--- src/rtl/btn_pkg.sv ---
// -----------------------------------------------------------------------------
// btn_pkg
// Shared types and default parameter values for button_enable_gen.
//   btn_state_t : debounce FSM state encoding
//   DEF_*       : default values for the button_enable_gen parameters
// -----------------------------------------------------------------------------
package btn_pkg;

   typedef enum logic [1:0] {
      IDLE         = 2'd0,
      PRESS_WAIT   = 2'd1,
      HELD         = 2'd2,
      RELEASE_WAIT = 2'd3
   } btn_state_t;

   localparam int unsigned DEF_DEBOUNCE_CYCLES = 4;
   localparam int unsigned DEF_PRESCALE        = 10;
   localparam int unsigned DEF_REPEAT_DELAY    = 16;
   localparam int unsigned DEF_REPEAT_PERIOD   = 8;

endpackage

--- src/rtl/button_enable_gen_if.sv ---
// -----------------------------------------------------------------------------
// button_enable_gen_if
// Groups the button-side inputs and counter-side outputs of button_enable_gen.
//   btn_raw   : raw push-button, asynchronous, active-high, may bounce
//   free_run  : 1 = periodic tick mode
//   enable    : single-cycle pulse to the counter
//   btn_level : debounced button level
// Modports: master drives the inputs and observes the outputs; slave is the
// generator itself.
// -----------------------------------------------------------------------------
interface button_enable_gen_if;

   logic btn_raw;
   logic free_run;
   logic enable;
   logic btn_level;

   modport master (
      output btn_raw,
      output free_run,
      input  enable,
      input  btn_level
   );

   modport slave (
      input  btn_raw,
      input  free_run,
      output enable,
      output btn_level
   );

endinterface

--- src/rtl/sync_2ff.sv ---
// -----------------------------------------------------------------------------
// sync_2ff
// Two-flop synchronizer for a single asynchronous bit.
//   clk   : destination clock
//   rst_n : asynchronous active-low reset, both flops cleared to 0
//   d_i   : asynchronous input
//   q_o   : synchronized output, lags d_i by two rising edges
// -----------------------------------------------------------------------------
module sync_2ff (
   input  logic clk,
   input  logic rst_n,
   input  logic d_i,
   output logic q_o
);

   logic meta_q;
   logic sync_q;

   always_ff @(posedge clk or negedge rst_n) begin
      if (!rst_n) begin
         meta_q <= 1'b0;
         sync_q <= 1'b0;
      end else begin
         meta_q <= d_i;
         sync_q <= meta_q;
      end
   end

   assign q_o = sync_q;

endmodule

--- src/rtl/button_enable_gen.sv ---
// -----------------------------------------------------------------------------
// button_enable_gen
// Generates the up-counter's enable: one single-cycle pulse per debounced
// press of a bouncy push-button, optionally OR-ed with a free-running tick.
//   clk   : system clock, rising edge
//   reset : asynchronous active-low reset
//   bus   : button_enable_gen_if.slave (btn_raw, free_run in; enable,
//           btn_level out)
// Optional feature: define BTN_AUTOREPEAT_EN to emit auto-repeat pulses while
// the button stays held (first after REPEAT_DELAY cycles in HELD, then every
// REPEAT_PERIOD cycles). Without it, HELD emits no further pulses.
// -----------------------------------------------------------------------------
module button_enable_gen
   import btn_pkg::*;
#(
   parameter int unsigned DEBOUNCE_CYCLES = DEF_DEBOUNCE_CYCLES,
   parameter int unsigned PRESCALE        = DEF_PRESCALE,
   parameter int unsigned REPEAT_DELAY    = DEF_REPEAT_DELAY,
   parameter int unsigned REPEAT_PERIOD   = DEF_REPEAT_PERIOD
) (
   input  logic                clk,
   input  logic                reset,
   button_enable_gen_if.slave  bus
);

   localparam int unsigned     DCW       = $clog2(DEBOUNCE_CYCLES + 1);
   localparam int unsigned     PCW       = $clog2(PRESCALE);
   localparam logic [DCW-1:0]  DCNT_LAST = DCW'(DEBOUNCE_CYCLES - 1);
   localparam logic [PCW-1:0]  PCNT_LAST = PCW'(PRESCALE - 1);

   // Elaboration-time legality checks on the parameters.
   if (DEBOUNCE_CYCLES < 1 || DEBOUNCE_CYCLES > 255) begin : g_bad_debounce
      $error("DEBOUNCE_CYCLES out of range 1..255");
   end
   if (PRESCALE < 2 || PRESCALE > 65535) begin : g_bad_prescale
      $error("PRESCALE out of range 2..65535");
   end
   if (REPEAT_DELAY < 1 || REPEAT_PERIOD < 1) begin : g_bad_repeat
      $error("REPEAT_DELAY and REPEAT_PERIOD must be at least 1");
   end

   logic            btn_sync;
   btn_state_t      state_q;
   logic [DCW-1:0]  dcnt_q;
   logic [PCW-1:0]  pcnt_q;
   logic            level_q;
   logic            enable_q;
   logic            press_d;
   logic            tick_d;
   logic            rep_d;

   sync_2ff u_sync (
      .clk   (clk),
      .rst_n (reset),
      .d_i   (bus.btn_raw),
      .q_o   (btn_sync)
   );

   // Event strobes for the current edge; enable_q registers their OR so
   // coincident events collapse into a single pulse.
   always_comb begin
      press_d = (state_q == PRESS_WAIT) && btn_sync && (dcnt_q == DCNT_LAST);
      tick_d  = bus.free_run && (pcnt_q == PCNT_LAST);
   end

   // Prescaler: held at 0 while free_run is low, so the first tick lands
   // PRESCALE edges after free_run is first sampled high.
   always_ff @(posedge clk or negedge reset) begin
      if (!reset) begin
         pcnt_q <= '0;
      end else if (!bus.free_run || pcnt_q == PCNT_LAST) begin
         pcnt_q <= '0;
      end else begin
         pcnt_q <= pcnt_q + PCW'(1);
      end
   end

`ifdef BTN_AUTOREPEAT_EN
   localparam int unsigned RMAX = (REPEAT_DELAY > REPEAT_PERIOD) ? REPEAT_DELAY : REPEAT_PERIOD;
   localparam int unsigned RCW  = $clog2(RMAX + 1);

   logic [RCW-1:0] rcnt_q;
   logic           rphase_q;
   logic [RCW-1:0] rlast;

   // rphase_q selects between the initial delay and the repeat period once
   // the first repeat pulse has fired. Both are cleared whenever HELD is
   // left, so a HELD->RELEASE_WAIT->HELD bounce restarts the delay.
   always_comb begin
      rlast = rphase_q ? RCW'(REPEAT_PERIOD - 1) : RCW'(REPEAT_DELAY - 1);
      rep_d = (state_q == HELD) && btn_sync && (rcnt_q == rlast);
   end

   always_ff @(posedge clk or negedge reset) begin
      if (!reset) begin
         rcnt_q   <= '0;
         rphase_q <= 1'b0;
      end else if (state_q != HELD || !btn_sync) begin
         rcnt_q   <= '0;
         rphase_q <= 1'b0;
      end else if (rcnt_q == rlast) begin
         rcnt_q   <= '0;
         rphase_q <= 1'b1;
      end else begin
         rcnt_q   <= rcnt_q + RCW'(1);
      end
   end
`else
   always_comb begin
      rep_d = 1'b0;
   end
`endif

   // Debounce FSM with registered level and enable outputs.
   always_ff @(posedge clk or negedge reset) begin
      if (!reset) begin
         state_q  <= IDLE;
         dcnt_q   <= '0;
         level_q  <= 1'b0;
         enable_q <= 1'b0;
      end else begin
         enable_q <= press_d | tick_d | rep_d;
         case (state_q)
            IDLE: begin
               if (btn_sync) begin
                  state_q <= PRESS_WAIT;
                  dcnt_q  <= '0;
               end
            end
            PRESS_WAIT: begin
               if (!btn_sync) begin
                  state_q <= IDLE;
               end else if (dcnt_q == DCNT_LAST) begin
                  state_q <= HELD;
                  level_q <= 1'b1;
               end else begin
                  dcnt_q  <= dcnt_q + DCW'(1);
               end
            end
            HELD: begin
               if (!btn_sync) begin
                  state_q <= RELEASE_WAIT;
                  dcnt_q  <= '0;
               end
            end
            RELEASE_WAIT: begin
               if (btn_sync) begin
                  state_q <= HELD;
               end else if (dcnt_q == DCNT_LAST) begin
                  state_q <= IDLE;
                  level_q <= 1'b0;
               end else begin
                  dcnt_q  <= dcnt_q + DCW'(1);
               end
            end
            default: begin
               state_q <= IDLE;
            end
         endcase
      end
   end

   assign bus.enable    = enable_q;
   assign bus.btn_level = level_q;

endmodule
--- src/flat_wrapper.sv ---
// flat-port wrapper written by rule: the top's interface ports become plain ports
module button_enable_gen_flat import btn_pkg::*;
#(
   parameter int unsigned DEBOUNCE_CYCLES = DEF_DEBOUNCE_CYCLES,
   parameter int unsigned PRESCALE        = DEF_PRESCALE,
   parameter int unsigned REPEAT_DELAY    = DEF_REPEAT_DELAY,
   parameter int unsigned REPEAT_PERIOD   = DEF_REPEAT_PERIOD
)
  (clk, reset, bus_btn_raw, bus_free_run, bus_enable, bus_btn_level);
  button_enable_gen_if bus_i ();
  input  logic clk;
  input  logic reset;
  input wire logic [$bits(bus_i.btn_raw)-1:0] bus_btn_raw;
  input wire logic [$bits(bus_i.free_run)-1:0] bus_free_run;
  output wire logic [$bits(bus_i.enable)-1:0] bus_enable;
  output wire logic [$bits(bus_i.btn_level)-1:0] bus_btn_level;
  assign bus_i.btn_raw = bus_btn_raw;
  assign bus_i.free_run = bus_free_run;
  assign bus_enable = bus_i.enable;
  assign bus_btn_level = bus_i.btn_level;
  button_enable_gen #(.DEBOUNCE_CYCLES(DEBOUNCE_CYCLES), .PRESCALE(PRESCALE), .REPEAT_DELAY(REPEAT_DELAY), .REPEAT_PERIOD(REPEAT_PERIOD)) u_core (.clk(clk), .reset(reset), .bus(bus_i));
endmodule
--- config.mk ---
export PLATFORM = sky130hd
export DESIGN_NAME = button_enable_gen_flat
export DESIGN_NICKNAME = d
export VERILOG_FILES = /design/src/rtl/btn_pkg.sv /design/src/rtl/button_enable_gen_if.sv /design/src/rtl/sync_2ff.sv /design/src/rtl/button_enable_gen.sv /design/src/flat_wrapper.sv
export SDC_FILE = /design/constraint.sdc
export NUM_CORES = 1
export LEC_CHECK = 0
export CAP_MARGIN = 20
export CORE_AREA = 2 2 39 41
export DETAILED_ROUTE_END_ITERATION = 12
export DIE_AREA = 0 0 41 43
export PLACE_DENSITY = 0.76
export SLEW_MARGIN = 40
export SYNTH_ARGS = -nofsm -noshare
export SYNTH_HDL_FRONTEND = slang
export SYNTH_SLANG_ARGS = --single-unit
export TNS_END_PERCENT = 100
--- constraint.sdc ---
create_clock -name clk -period 2.3 [get_ports clk]
set_clock_uncertainty 0.15 [all_clocks]
set_input_delay 0.46 -clock clk [delete_from_list [all_inputs] [get_ports clk]]
set_output_delay 0.46 -clock clk [all_outputs]
set_load 0.1 [all_outputs]
# After elaboration in Yosys (flattened, before gate mapping)
# Cells that the tools add are included.
[word_totals]
regBits = 13
inputBits = 4
output_inout_bits = 2
word_cells = 52
[op_classes]
addsub = 2
n_eq_ne = 13
mux = 19
n_bitwise = 1
n_reduce_logical = 10
[ops]
columns = ["cell", "count"]
rows = [
  ["3-bit 2-to-1 mux", 5],
  ["2-bit 2-to-1 mux", 6],
  ["3-bit one-hot mux with 4 select lines", 1],
  ["2-bit != test (second input constant)", 5],
  ["2-bit one-hot mux with 4 select lines", 1],
  ["4-bit AND reduction", 2],
  ["5-bit AND reduction", 1],
  ["4-bit by 1-bit adder with 4-bit output (second input constant)", 1],
  ["2-bit equality test (second input constant)", 2],
  ["4-bit equality test (second input constant)", 1],
  ["1-bit 2-to-1 mux", 4],
  ["4-bit 2-to-1 mux", 1],
  ["3-bit by 1-bit adder with 3-bit output (second input constant)", 1],
  ["3-bit by 2-bit equality test with 1-bit output (second input constant)", 1],
  ["1-bit logical AND", 3],
  ["3-bit by 2-bit != test with 1-bit output (second input constant)", 1],
  ["3-bit != test (second input constant)", 1],
  ["2-bit by 1-bit equality test with 1-bit output (second input constant)", 1],
  ["2-bit logical NOT", 1],
  ["2-bit by 1-bit != test with 1-bit output (second input constant)", 1],
  ["1-bit one-hot mux with 2 select lines", 1],
  ["2-bit nonzero test", 1],
  ["1-bit logical NOT", 1],
  ["1-bit logical OR", 1],
  ["1-bit OR", 1],
]

# Depth between registers and ports, before layout
[logic_depth]
ltp_word = 4
mapped_depth = 5

# Modules after synthesis
# A second synthesis with hierarchy kept.
[unflattened]
cells_unflattened = 53
area_unflattened_um2 = 596.8
[by_module_without_submodules]
columns = ["mod", "instances", "cells_per_inst", "area_per_inst_um2", "seq_area_each_um2"]
rows = [
  ["button_enable_gen", 1, 51, 546.8, 275.3],
  ["sync_2ff", 1, 2, 50.0, 50.0],
]

# Worst setup path after synthesis
# No wires, ideal clock.
[synth_path]
path_type = "register to output"
from = "register u_core.level_q, in the netlist u_core.bus.btn_level"
to = "output bus_btn_level"
arrival_ps = 908
slack_ps = 782
stages_incl_launch_ff = 1
cell_sequence = "dfrtp_1"
[synth_lines]
columns = ["item", "line", "text"]
rows = [
  ["start, declared", "button_enable_gen.sv:46", "logic level_q;"],
  ["start signal, assigned", "button_enable_gen.sv:119", "level_q <= 1'b0;"],
  ["start signal, assigned", "button_enable_gen.sv:135", "level_q <= 1'b1;"],
  ["start signal, assigned", "button_enable_gen.sv:151", "level_q <= 1'b0;"],
  ["end, declared", "flat_wrapper.sv:16", "output wire logic [$bits(bus_i.btn_level)-1:0] bus_btn_level;"],
]
# No word-level cell between the ends.

# Final worst setup path
[layout_path]
from = "register u_core.level_q, in the netlist u_core.bus.btn_level"
to = "output bus_btn_level"
# No word-level cell between the ends.

==> results by group <==
Status
  – Status: finished, final reports clean

Route
  – Via density: 5.35
  – DRT Pass-1 Iters: 4
  – Routed length per placed instance: 12.7 um
  – Final wirelength: roughly 1.0 mm
  – DRC: 0
  – DRT iter0 DRCs: 4
  – Routed vias: 439
  – Detail Route Antenna Nets: 0

Worst setup path
  – WP buf/inv: 1
  – CP Data Arrival Time: 960 ps
  – WS Path Type: flip-flop to output pin
  – Startpoint Class: flip-flop
  – Slowest CP cell: dfrtp_1
  – Setup crit end kind: output pin
  – Slowest stage delay, CP: approximately 380 ps
  – Family with the most delay on the worst path: flip-flops
  – Worst-path maximum fanout: 3
  – Data required, critical path: between 1500 and 2000 ps
  – Crit-path cells: buf_4

Power and ir drop
  – Leak: between 0.0003 and 0.0004 uW
  – Pwr Total: 546 uW
  – Pwr/cell area: 786 mW/mm^2
  – Worst vdd ir: 0.377 mV

Cells and area
  – Area Growth Syn to Fin: 15.1%
  – Final Instance Count excl. Fillers: 82
  – # fillers: 133
  – Final net count: 76
  – # diodes: 0
  – Layout cells sized above 1: 10.6%
  – Most common cell after layout, fill and taps aside: dfrtp_1
  – Post-route cell area: approximately 700 um^2
  – Most frequent cells in the layout: dfrtp_1 (13), nand2_1 (6), o21ai_0 (6)

Synth
  – Top cells by area, synth: dfrtp_1 (54%), ha_1 (10%), o21ai_0 (5.0%)
  – Mapped Area: approximately 600 um^2
  – Mean Syn Cell Area: 10.6 um^2
  – Yosys reg bits: 13
  – Mapped Nets: 66
  – Leading area contributor after synthesis: dfrtp_1
  – Sequential-to-total area share from yosys stat: 53.9%
  – Top cell type's share of synthesized area: a little over half
  – Netlist cell types: 20
  – Post-Synthesis Cells: 57
  – Yosys warns: 0

CTS
  – TritonCTS clock tree: yes
  – Clock sinks: 13
  – CTS Buf Count: 3
  – Clock Tree Buf Depth: 2
  – CTS H-tree depth: 1
  – Insertion delay to the later sink of the worst-skew pair: approximately 280 ps
  – Post_cts resized: 0
  – Post-CTS Setup Bufs: 0
  – Post-CTS Hold Fix Bufs: 0
  – Root Driver: clkbuf_4
  – Clock transition at the registers of the reported paths: approximately 80 ps

Floorplanning
  – Num rows: 14
  – Core Region: 0.00138 mm^2
  – IO Pins: 6
  – Die H: 43 um
  – DIE WIDTH: 41 um
  – Starting density of the core: a little over two fifths
  – Full die area: 0.00176 mm^2

Min path
  – Tightest Hold Check Type: flip-flop to flip-flop

STA
  – Final Max Tran Viols: 0
  – RSZ-0062 raised after global routing: no
  – Slew HR: around three fifths
  – Crit share post-route: between 60% and 70%
  – TNS Setup: 0 ps
  – Final setup fails: 0
  – Final Hold Violating Endpoints: 0
  – Fmax: 0.635 GHz
  – Min Tclk post-route: 1570 ps
  – Slew @ Worst Pin: 582 ps

Place
  – Cell total after placement: 78
  – Number of I/O port buffers: 5
  – GP Congestion: 0.733
  – Post-placement cell area: 668 um^2

Global route
  – Tot GR Track Use: 14.3%
  – Initial antenna violation count: 0
  – Overflow after GRT: 0
  – Largest net degree at the start of global routing: 14
  – Vias in the first global route: 394
  – First-pass GRT wire length: around 1.6 mm

Run
  – Max-cap violations: 0
-- per-stage QoR --
step	setup slack, ps	hold slack [ps]	util, %
2_1_floorplan	782	14.4	-
3_3_place_gp	788	184	48.3
3_5_place_dp	733	192	48.3
4_1_cts	714	210	50.2
5_1_grt	660	213	50.2
6_report	726	205	50.2
-- report_power, final --
| part | leakage (uW) | switching [uW] | internal (uW) | total, uW |
|---|---|---|---|---|
| logic | 0.000124 | 59.0 | 54.6 | 114 |
| clock network | 0.0000150 | 74.5 | 67.3 | 142 |
| registers | 0.000165 | 29.9 | 261 | 290 |
-- cell type report --
cell class | count | area, um^2 | share of cell area [%]
clock buffer | 4 | 26.3 | 3.78
multi-input combinational | 41 | 267 | 38.4
inverter | 3 | 11.3 | 1.62
sequential | 13 | 325 | 46.8
tap | 16 | 20.0 | 2.88
timing repair buffer | 5 | 45.0 | 6.49
-- cells by family (layout without fill, tap and decap cells) --
group,Yosys count,after routing,share of synthesized area [%]
DFF,13,13,53.9
and+or+nand+nor,19,19,17.2
AOI/OAI and AO/OA,15,15,13.7
xor gates and xnor gates,2,2,2.91
adders and majority gates,5,5,10.4
buffers and inverters,3,12,1.87
-- worst paths after layout --
check,depth (start not counted),slack [ps],from,end
hold reg to reg,0,200,u_core.u_sync.meta_q$_DFF_PN0_,u_core.u_sync.q_o$_DFF_PN0_
setup reg to reg,5,740,u_core.dcnt_q[0]$_DFFE_PN0P_,u_core.dcnt_q[1]$_DFFE_PN0P_
min in group asynchronous,1,400,reset,u_core.pcnt_q[3]$_DFF_PN0_
max in group asynchronous,1,1220,reset,u_core.state_q[0]$_DFFE_PN0P_
setup / recovery,1,730,u_core.bus.btn_level$_DFFE_PN0P_,bus_btn_level
hold / removal,0,200,u_core.u_sync.meta_q$_DFF_PN0_,u_core.u_sync.q_o$_DFF_PN0_
-- flip-flops by register name, summed over array words and instances, names as in the netlist, named ones only --
name,flops
u_core.u_sync.meta_q,1
u_core.state_q,1
u_core.u_sync.q_o,1
u_core.bus.btn_level,1
u_core.pcnt_q,4
u_core.bus.enable,1
u_core.dcnt_q,3
-- routing by layer --
metal	wire length [um]	part of all wire, %	global-route usage [%]
met3	50	4.8	6.28
met1	457	44	15.5
met4	33	3.2	10.0
met5	0	0	0
met2	498	48	20.9
-- synth_stat cells (all sizes together) --
library cell	n
a21oi	2
a31oi	2
and2	1
dfrtp	13
ha	5
inv	3
nand2	6
nand2b	2
nand3	1
nand4b	1
nor2	4
o21ai	9
o22ai	1
o32ai	1
or2	1
or2b	2
or3b	1
xnor2	2
(Power assumes the default switching activity.)
